### src/rtl/a2d_resp_pkg.sv
// a2d_resp_pkg: shared frame constants and state type for the A2D SPI responder
package a2d_resp_pkg;
  localparam int FRAME_BITS = 16;
  localparam int CHNL_MSB = 13;
  localparam int CHNL_LSB = 11;
  localparam logic [11:0] AUTOINC_STEP = 12'h010;
  typedef enum logic {IDLE, SHIFT} state_t;
endpackage

### src/rtl/a2d_spi_resp_sync_edge.sv
// sync_edge: multi-flop synchronizer with history flop giving rise/fall strobes
module sync_edge #(
  parameter int STAGES = 2
) (
  input  logic clk,
  input  logic rst,
  input  logic d,
  output logic synced,
  output logic rise,
  output logic fall
);
  logic [STAGES:0] sh_q, sh_d;
  always_comb begin
    sh_d = {sh_q[STAGES-1:0], d};
    synced = sh_q[STAGES-1];
    rise = sh_q[STAGES-1] & ~sh_q[STAGES];
    fall = ~sh_q[STAGES-1] & sh_q[STAGES];
  end
  always_ff @(posedge clk) sh_q <= rst ? '1 : sh_d;
endmodule

### src/rtl/a2d_spi_resp.sv
// a2d_spi_resp: ADC128S-style SPI responder serving 8x12-bit channels (A2D_RESP_AUTOINC_EN adds per-frame drift)
module a2d_spi_resp
  import a2d_resp_pkg::*;
#(
  parameter int NUM_CH = 8,
  parameter int SYNC_STAGES = 2,
  parameter logic [11:0] RST_VAL = 12'h000
) (
  input  logic        clk,
  input  logic        rst,
  input  logic        SS_n,
  input  logic        SCLK,
  input  logic        MOSI,
  output logic        MISO,
  input  logic        ld_wr,
  input  logic [2:0]  ld_chnl,
  input  logic [11:0] ld_data,
  output logic        frm_done,
  output logic        frm_err,
  output logic [2:0]  cur_chnl
);
  localparam int BW = $clog2(SYNC_STAGES + 2);
  logic ss_r, ss_f, sc_r, sc_f, mo_s;
  logic ok, ss_rise, ss_fall, sclk_rise, sclk_fall;
  state_t state_q, state_d;
  logic [15:0] tx_q, tx_d, rx_q, rx_d;
  logic [4:0] cnt_q, cnt_d;
  logic [2:0] cur_q, cur_d;
  logic done_q, done_d, err_q, err_d;
  logic [BW-1:0] blank_q, blank_d;
  logic [11:0] ch_q [NUM_CH];
  logic [11:0] ch_d [NUM_CH];
`ifdef A2D_RESP_AUTOINC_EN
  logic [2:0] srv_q, srv_d;
`endif
  sync_edge #(.STAGES(SYNC_STAGES)) u_ss (.clk(clk), .rst(rst), .d(SS_n), .synced(), .rise(ss_r), .fall(ss_f));
  sync_edge #(.STAGES(SYNC_STAGES)) u_sc (.clk(clk), .rst(rst), .d(SCLK), .synced(), .rise(sc_r), .fall(sc_f));
  sync_edge #(.STAGES(SYNC_STAGES)) u_mo (.clk(clk), .rst(rst), .d(MOSI), .synced(mo_s), .rise(), .fall());
  always_comb begin
    blank_d = blank_q == '0 ? '0 : blank_q - 1'b1;
    ok = blank_q == '0;
    ss_rise = ok & ss_r;
    ss_fall = ok & ss_f;
    sclk_rise = ok & sc_r;
    sclk_fall = ok & sc_f;
    state_d = state_q;
    tx_d = tx_q;
    rx_d = rx_q;
    cnt_d = cnt_q;
    cur_d = cur_q;
    done_d = 1'b0;
    err_d = 1'b0;
`ifdef A2D_RESP_AUTOINC_EN
    srv_d = srv_q;
`endif
    if (state_q == IDLE) begin
      if (ss_fall) begin
        state_d = SHIFT;
        tx_d = {4'h0, ch_q[cur_q]};
        rx_d = '0;
        cnt_d = '0;
`ifdef A2D_RESP_AUTOINC_EN
        srv_d = cur_q;
`endif
      end
    end else begin
      if (sclk_rise) begin
        rx_d = {rx_q[14:0], mo_s};
        cnt_d = cnt_q == 5'd31 ? cnt_q : cnt_q + 5'd1;
      end
      if (sclk_fall && cnt_q != '0) tx_d = {tx_q[14:0], 1'b0};
      if (ss_rise) begin
        state_d = IDLE;
        done_d = cnt_q == 5'(FRAME_BITS);
        err_d = ~done_d;
        cur_d = done_d ? rx_q[CHNL_MSB:CHNL_LSB] : cur_q;
      end
    end
    for (int i = 0; i < NUM_CH; i++) ch_d[i] = ch_q[i];
`ifdef A2D_RESP_AUTOINC_EN
    if (done_d) ch_d[srv_q] = ch_q[srv_q] + AUTOINC_STEP;
`endif
    if (ld_wr) ch_d[ld_chnl] = ld_data;
    MISO = (state_q == SHIFT) & tx_q[15];
    frm_done = done_q;
    frm_err = err_q;
    cur_chnl = cur_q;
  end
  always_ff @(posedge clk) begin
    if (rst) begin
      state_q <= IDLE;
      tx_q <= '0;
      rx_q <= '0;
      cnt_q <= '0;
      cur_q <= '0;
      done_q <= 1'b0;
      err_q <= 1'b0;
      blank_q <= BW'(SYNC_STAGES + 1);
      ch_q <= '{default: RST_VAL};
`ifdef A2D_RESP_AUTOINC_EN
      srv_q <= '0;
`endif
    end else begin
      state_q <= state_d;
      tx_q <= tx_d;
      rx_q <= rx_d;
      cnt_q <= cnt_d;
      cur_q <= cur_d;
      done_q <= done_d;
      err_q <= err_d;
      blank_q <= blank_d;
      ch_q <= ch_d;
`ifdef A2D_RESP_AUTOINC_EN
      srv_q <= srv_d;
`endif
    end
  end
endmodule

### config.mk
export PLATFORM = sky130hd
export DESIGN_NAME = a2d_spi_resp
export DESIGN_NICKNAME = d
export VERILOG_FILES = /design/src/rtl/a2d_resp_pkg.sv /design/src/rtl/a2d_spi_resp_sync_edge.sv /design/src/rtl/a2d_spi_resp.sv
export SDC_FILE = /design/constraint.sdc
export NUM_CORES = 1
export LEC_CHECK = 0
export BUFFER_PORTS_ARGS = -buffer_cell sky130_fd_sc_hd__buf_2
export CELL_PAD_IN_SITES_DETAIL_PLACEMENT = 0
export CELL_PAD_IN_SITES_GLOBAL_PLACEMENT = 1
export CORE_MARGIN = 10
export CORE_UTILIZATION = 49
export CTS_BUF_LIST = sky130_fd_sc_hd__clkbuf_8
export CTS_CLUSTER_SIZE = 10
export DETAILED_ROUTE_END_ITERATION = 10
export GPL_TIMING_DRIVEN = 1
export PLACE_DENSITY_LB_ADDON = 0.25
export SYNTH_ARGS = -nofsm -noshare
export SYNTH_HDL_FRONTEND = slang
export SYNTH_SLANG_ARGS = --single-unit
### constraint.sdc
create_clock -name clk -period 2 [get_ports clk]
set_input_delay 0.3 -clock clk [delete_from_list [all_inputs] [get_ports clk]]
set_output_delay 0.3 -clock clk [all_outputs]
set_load 0.03 [all_outputs]
==> flow_summary.toml, run 1 <==
[power]
switching_share_pct = 23.5
p_seq_share_pct = 54.8
p_switching_mw = 1.29
leakage_nw = 2.35
intPower_mw = 4.21
clkPwrFrac_pct = 40.1
ir_drop_mv = 0.593
power_mw = 5.50
cellPowerDensity_mw_per_mm2 = 816
pwr-share-comb_pct = 5.1

[yosys]
ys_ff_latch = 147
syn_area_mm2 = 0.00603
synth_ff_type = "dfxtp_1"
synth_area_leaders = "dfxtp_1, nand2_1, mux4_2, a21oi_1, mux2i_1"
synthMostInstantiatedCell = "nand2_1"
synth_edf_count = 0
avgSynthCellArea_um2 = 8.80
synth-async-reset-ratio_pct = 0
synthCells = 685
yosysSeqAreaShare_pct = 48.8
synth_top_area_share_pct = 48.8
yosys.area.top_type = "dfxtp_1"
synth.cells.most_frequent = "nand2_1, dfxtp_1, a21oi_1"
ys_warn_count = 0
ys_types = 37
syn_nets = 709

[floorplan]
num_rows = 40
die_area_mm2 = 0.0171
die-width_um = 131
core_area_mm2 = 0.0120
io_pins = 27
die_height_um = 131
initial_core_util_pct = 50.2

[drt]
avgViaCountPerCell = 5.55
drtAntennaViolNets = 0
wl_per_cell_um = 17.2
routed_wl_mm = 14.8
drcViolationCount = 0
drt_iter0_drc = 450
drtPass1Iterations = 5
vias = 4782

[timing]
fmax_mhz = 535
fin_skew_ps = 7.26
fin_crit_sh_pct = 93.5
period_minus_slack_ps = 1870
setup_tns_ps = 0
rsz0062_at_grt = "no"
tightestPinTransition_ps = 654
hold_slack_ps = 36.8
slew_headroom_pct = 56.3
slew_viol_final = 0
finalHoldViolCount = 0
setup_viol = 0

[grt]
grt_use_total_pct = 18.2
antenna_found_initial = 0
grt_use_met3_pct = 4.88
grt-ovfl-total = 0
grtUsageMet2_pct = 31.0
busiest_layer = "met2"
grt_max_degree = 58
use_met1_pct = 21.8
grt_pass1_vias = 4615
grt_pass1_wl_mm = 23.9

[cts]
cts_tree = "yes"
path_clk_slew_ps = 80
clkLatencyLatePin_ps = 450
cts_htree_levels = 4
clock_path_buffers = 2
numCtsBuffers = 17
cts_sinks = 147
clock-root-buffer = "clkbuf_8"

[worst_setup_path]
end_kind = "register"
required_ps = 2340
worstSetupPathType = "reg2reg"
cp.arrival_ps = 2210
cp_max_fo = 11
r2r_setup_slack_ps = 130
startpoint_type = "register"

[min_path]
hp-class = "in2reg"

[placement]
dp_hpwl_mm = 9.31
gp_congestion = 0.785
port_buffers = 26

[run]
maxCapViolCount = 0

[layout]
nets = 725
post-route-util_pct = 56.1
synthToLayoutAreaGrowth_pct = 11.8
drive_gt1_share_pct = 17.8
antenna_cells = 0

[status]
status = "completed"
==> through the flow <==
| step | area [um2] | setup slack (ps) | cells |
|---|---|---|---|
| floorplan | 6030 | 10.1 | 685 |
| global placement | 6290 | 101 | 824 |
| detailed placement | 6290 | 12.1 | 824 |
| CTS | 6690 | 9.67 | 857 |
| global route | 6740 | 30.3 | 861 |
| finish | 6740 | 129 | 861 |
==> layout by cell type, fill, tap and decap left out, drive strengths merged, types with 8 or more instances in the layout <==
master | netlist | routed
or2 | 8 | 8
mux2i | 16 | 16
buf | 18 | 55
nor2 | 39 | 39
mux4 | 24 | 24
nand2 | 204 | 204
a21oi | 104 | 104
a22oi | 15 | 15
a221o | 11 | 11
nand3 | 14 | 14
dfxtp | 147 | 147
clkbuf | 41 | 22
==> critical path, stage by stage, from the launching register on <==
cell	delay [ps]
dfxtp_1	330
inv_2	70
ha_1	150
or4b_4	460
nand4b_1	240
nor3b_4	80
buf_12	150
a221o_1	290
==> final timing paths <==
path,start,endpoint,cells past startpoint
worst max-delay path,cnt_q[0],tx_q[7],7
worst min-delay path,SCLK,u_sc.sh_q[0],2
worst max register to register,cnt_q[0],tx_q[7],7
worst min register to register,u_sc.sh_q[0],u_sc.sh_q[1],1
==> metal layers <==
metal | vias to the layer above | part of all wire, %
met2 | 130 | 50
li1 | 2351 | -
met4 | 0 | 1.2
met1 | 2277 | 43
met5 | - | 0
met3 | 24 | 5.5
==> cell type report <==
class / instances / area [um2]
clock buffer: 22 / 303
tap: 147 / 184
multi-input combinational: 475 / 2810
clock inverter: 10 / 80.1
timing repair buffer: 56 / 398
inverter: 4 / 15.0
fill: 1089 / 5280
sequential: 147 / 2940
==> timing repair <==
item	in CTS	in global routing
hold buffers	1	0
buffers inserted	0	4
endpoints found under the hold margin	1	0
setup endpoints to repair	2	28
gates resized for setup	1	2
pin swaps	0	2
==> state kept, by name (all words and copies together), names as in the netlist, 2 cells and up <==
register / flops
u_mo.sh_q: 2
tx_q: 16
u_ss.sh_q: 3
u_sc.sh_q: 3
cur_chnl: 3
rx_q: 14
ch_q: 96
cnt_q: 5
blank_q: 2
==> power by group through the flow <==
stage / Combinational (mW) / Clock (mW) / Sequential (mW)
finish: 0.280 / 2.21 / 3.01
detailed placement: 0.274 / 0 / 3.08
global route: 0.310 / 2.40 / 3.02
CTS: 0.277 / 2.27 / 3.01
global placement: 0.267 / 0 / 3.07
floorplan: 0.193 / 0 / 3.07
==> cells by family (layout without fill, tap and decap cells) <==
kind of cell,Yosys count,in the layout,synth area share (%)
simple gates,296,296,21.1
flops,147,147,48.8
compound gates,134,134,12.8
buf+inv,63,92,4.67
mux,40,40,11.6
fa+ha+maj,3,3,0.623
xor+xnor,2,2,0.291
(Power assumes the default switching activity.)
==> run 2, diff against run 1 <==
--- a/config.mk
+++ b/config.mk
@@ -5,11 +5,12 @@
 export SDC_FILE = /design/constraint.sdc
 export NUM_CORES = 1
 export LEC_CHECK = 0
+export ABC_AREA = 1
 export BUFFER_PORTS_ARGS = -buffer_cell sky130_fd_sc_hd__buf_2
 export CELL_PAD_IN_SITES_DETAIL_PLACEMENT = 0
 export CELL_PAD_IN_SITES_GLOBAL_PLACEMENT = 1
 export CORE_MARGIN = 10
-export CORE_UTILIZATION = 49
+export CORE_UTILIZATION = 46
 export CTS_BUF_LIST = sky130_fd_sc_hd__clkbuf_8
 export CTS_CLUSTER_SIZE = 10
 export DETAILED_ROUTE_END_ITERATION = 10
==> flow_summary.toml, run 2 <==
[status]
status = "completed"

[drt]
drtAntennaViolNets = 0
drcViolationCount = 0
drtPass1Iterations = 5
avgViaCountPerCell = 5.17
vias = 5713
drt_iter0_drc = 420
routed_wl_mm = 16.6
wl_per_cell_um = 15.0

[power]
clkPwrFrac_pct = 44.1
leakage_nw = 2.91
pwr-share-comb_pct = 5.2
intPower_mw = 4.66
switching_share_pct = 22.4
p_switching_mw = 1.35
ir_drop_mv = 0.422
cellPowerDensity_mw_per_mm2 = 857
p_seq_share_pct = 50.7

[yosys]
synth-async-reset-ratio_pct = 0
syn_nets = 928
synth_edf_count = 0
synthMostInstantiatedCell = "nor2_1"
ys_warn_count = 0
yosys.area.top_type = "dfxtp_1"
ys_ff_latch = 147
synth_area_leaders = "dfxtp_1, nor2_1, nand2_1, o21ai_0, nand3_1"
synth.cells.most_frequent = "nor2_1, dfxtp_1, nand2_1"
avgSynthCellArea_um2 = 6.90
yosysSeqAreaShare_pct = 47.2
synth_top_area_share_pct = 47.2
synthCells = 904
syn_area_mm2 = 0.00624
synth_ff_type = "dfxtp_1"
ys_types = 26

[layout]
antenna_cells = 0
largest_reg_flops = 96
final_common_cell = "nor2_1"
fill_cells = 1355
nets = 939
drive_gt1_share_pct = 10.2
reg_top3 = "ch_q (96), tx_q (16), rx_q (14)"
seqCellArea_mm2 = 0.00294
multiInputGateArea_mm2 = 0.00281
synthToLayoutAreaGrowth_pct = 12.3
final_cell_mix = "nor2_1, dfxtp_1, nand2_1"
top_register = "ch_q"

[timing]
fin_skew_ps = 12.6
fin_crit_sh_pct = 83.7
setup_tns_ps = 0
slew_viol_final = 0
setup_viol = 0
hold_slack_ps = 27.9
rsz0062_at_grt = "no"
tightestPinTransition_ps = 686
fmax_mhz = 597
slew_headroom_pct = 54.1
period_minus_slack_ps = 1670
finalHoldViolCount = 0

[worst_setup_path]
cp.arrival_ps = 1370
end_kind = "primary output"
worstSetupPathType = "reg2out"
cp_max_fo = 27
path_cells = "buf_4 > buf_2"
slowest_delay_ps = 330
startpoint_type = "register"
crit_slowest_cell = "dfxtp_1"
required_ps = 1700

[grt]
grt_max_degree = 106
grt_pass1_wl_mm = 27.0
grt_use_total_pct = 18.3
antenna_found_initial = 0
grt-ovfl-total = 0
grt_pass1_vias = 5316

[floorplan]
io_pins = 27
die_height_um = 136
core_area_mm2 = 0.0132
num_rows = 42
die_area_mm2 = 0.0186
die-width_um = 136
initial_core_util_pct = 47.1

[cts]
cts_sinks = 147
clock_path_buffers = 2
cts_htree_levels = 4
post_cts_buffers = 0
cts_resized = 0
postCtsHoldBufs = 0
cts_tree = "yes"
numCtsBuffers = 17
clock-root-buffer = "clkbuf_8"
path_clk_slew_ps = 80
clkLatencyLatePin_ps = 450

[placement]
port_buffers = 26
gp_congestion = 0.789
dp_hpwl_mm = 10.8

[min_path]
hp-class = "in2reg"

[run]
maxCapViolCount = 0
-- run 2: changes by cell type after synthesis, sizes merged, moves of 15 or more --
cell / previous run / this run
mux2i: 16 / 0
o21ai: 1 / 104
a22oi: 15 / 0
nor2: 39 / 224
nand3: 14 / 93
mux4: 24 / 0
a21oi: 104 / 41
inv: 4 / 65
nand2: 204 / 143
-- run 2: cell families (layout without fill, tap and decap cells) --
logic type,Yosys count,after routing,share of synthesized area (%)
and+or+nand+nor,473,473,31.3
DFF,147,147,47.2
adders and majority gates,3,3,0.602
AOI/OAI and AO/OA,160,160,13.2
buffers and inverters,121,145,7.78
-- run 2: worst max-delay path, delay by kind of cell (launching register included) --
family                 cells  cell delay, ps
buffers and inverters      2             600
flip-flops                 1             330
-- run 2: per-layer routing --
metal / vias to the layer above / global-route usage [%] / share of wire (%)
li1: 2914 / - / -
met1: 2623 / 23.8 / 46
met2: 151 / 29.6 / 46
met3: 25 / 3.54 / 5.7
met4: 0 / 5.92 / 1.5
met5: - / 0 / 0
-- run 2: cell type report --
type	count	share of cell area (%)
Clock inverter	9	2.13
Sequential cell	147	42.0
Tap cell	176	3.14
Clock buffer	23	4.52
Inverter	65	3.48
Multi-Input combinational cell	636	40.1
Timing Repair Buffer	48	4.57
-- run 2: through the flow --
step | instances | total power [mW] | utilization, % | cell area (um2) | setup slack, ps
6_report | 1104 | 6.00 | 52.9 | 7000 | 326
5_1_grt | 1104 | 6.21 | 52.9 | 7000 | 204
4_1_cts | 1104 | 6.04 | 52.9 | 7000 | 300
3_5_place_dp | 1072 | 3.42 | 49.4 | 6540 | 146
3_3_place_gp | 1072 | 3.41 | 49.4 | 6540 | 238
2_1_floorplan | 904 | 3.30 | - | 6240 | 515
-- run 2: power groups by stage --
| stage | Sequential, mW | Combinational [mW] | Clock [mW] |
|---|---|---|---|
| after floorplan | 3.10 | 0.200 | 0 |
| after global placement | 3.11 | 0.307 | 0 |
| after detailed placement | 3.11 | 0.313 | 0 |
| after CTS | 3.04 | 0.314 | 2.69 |
| after global routing | 3.05 | 0.358 | 2.80 |
| final | 3.04 | 0.314 | 2.65 |
-- run 2: path summary, 6_finish.rpt --
kind | slack (ps) | end | cells past startpoint | start
hold reg to reg | 410 | u_sc.sh_q[1] | 1 | u_sc.sh_q[0]
hold / removal | 30 | u_ss.sh_q[0] | 2 | SS_n
setup reg to reg | 370 | tx_q[6] | 8 | cnt_q[0]
setup / recovery | 330 | cur_chnl[1] | 2 | cur_chnl[1]
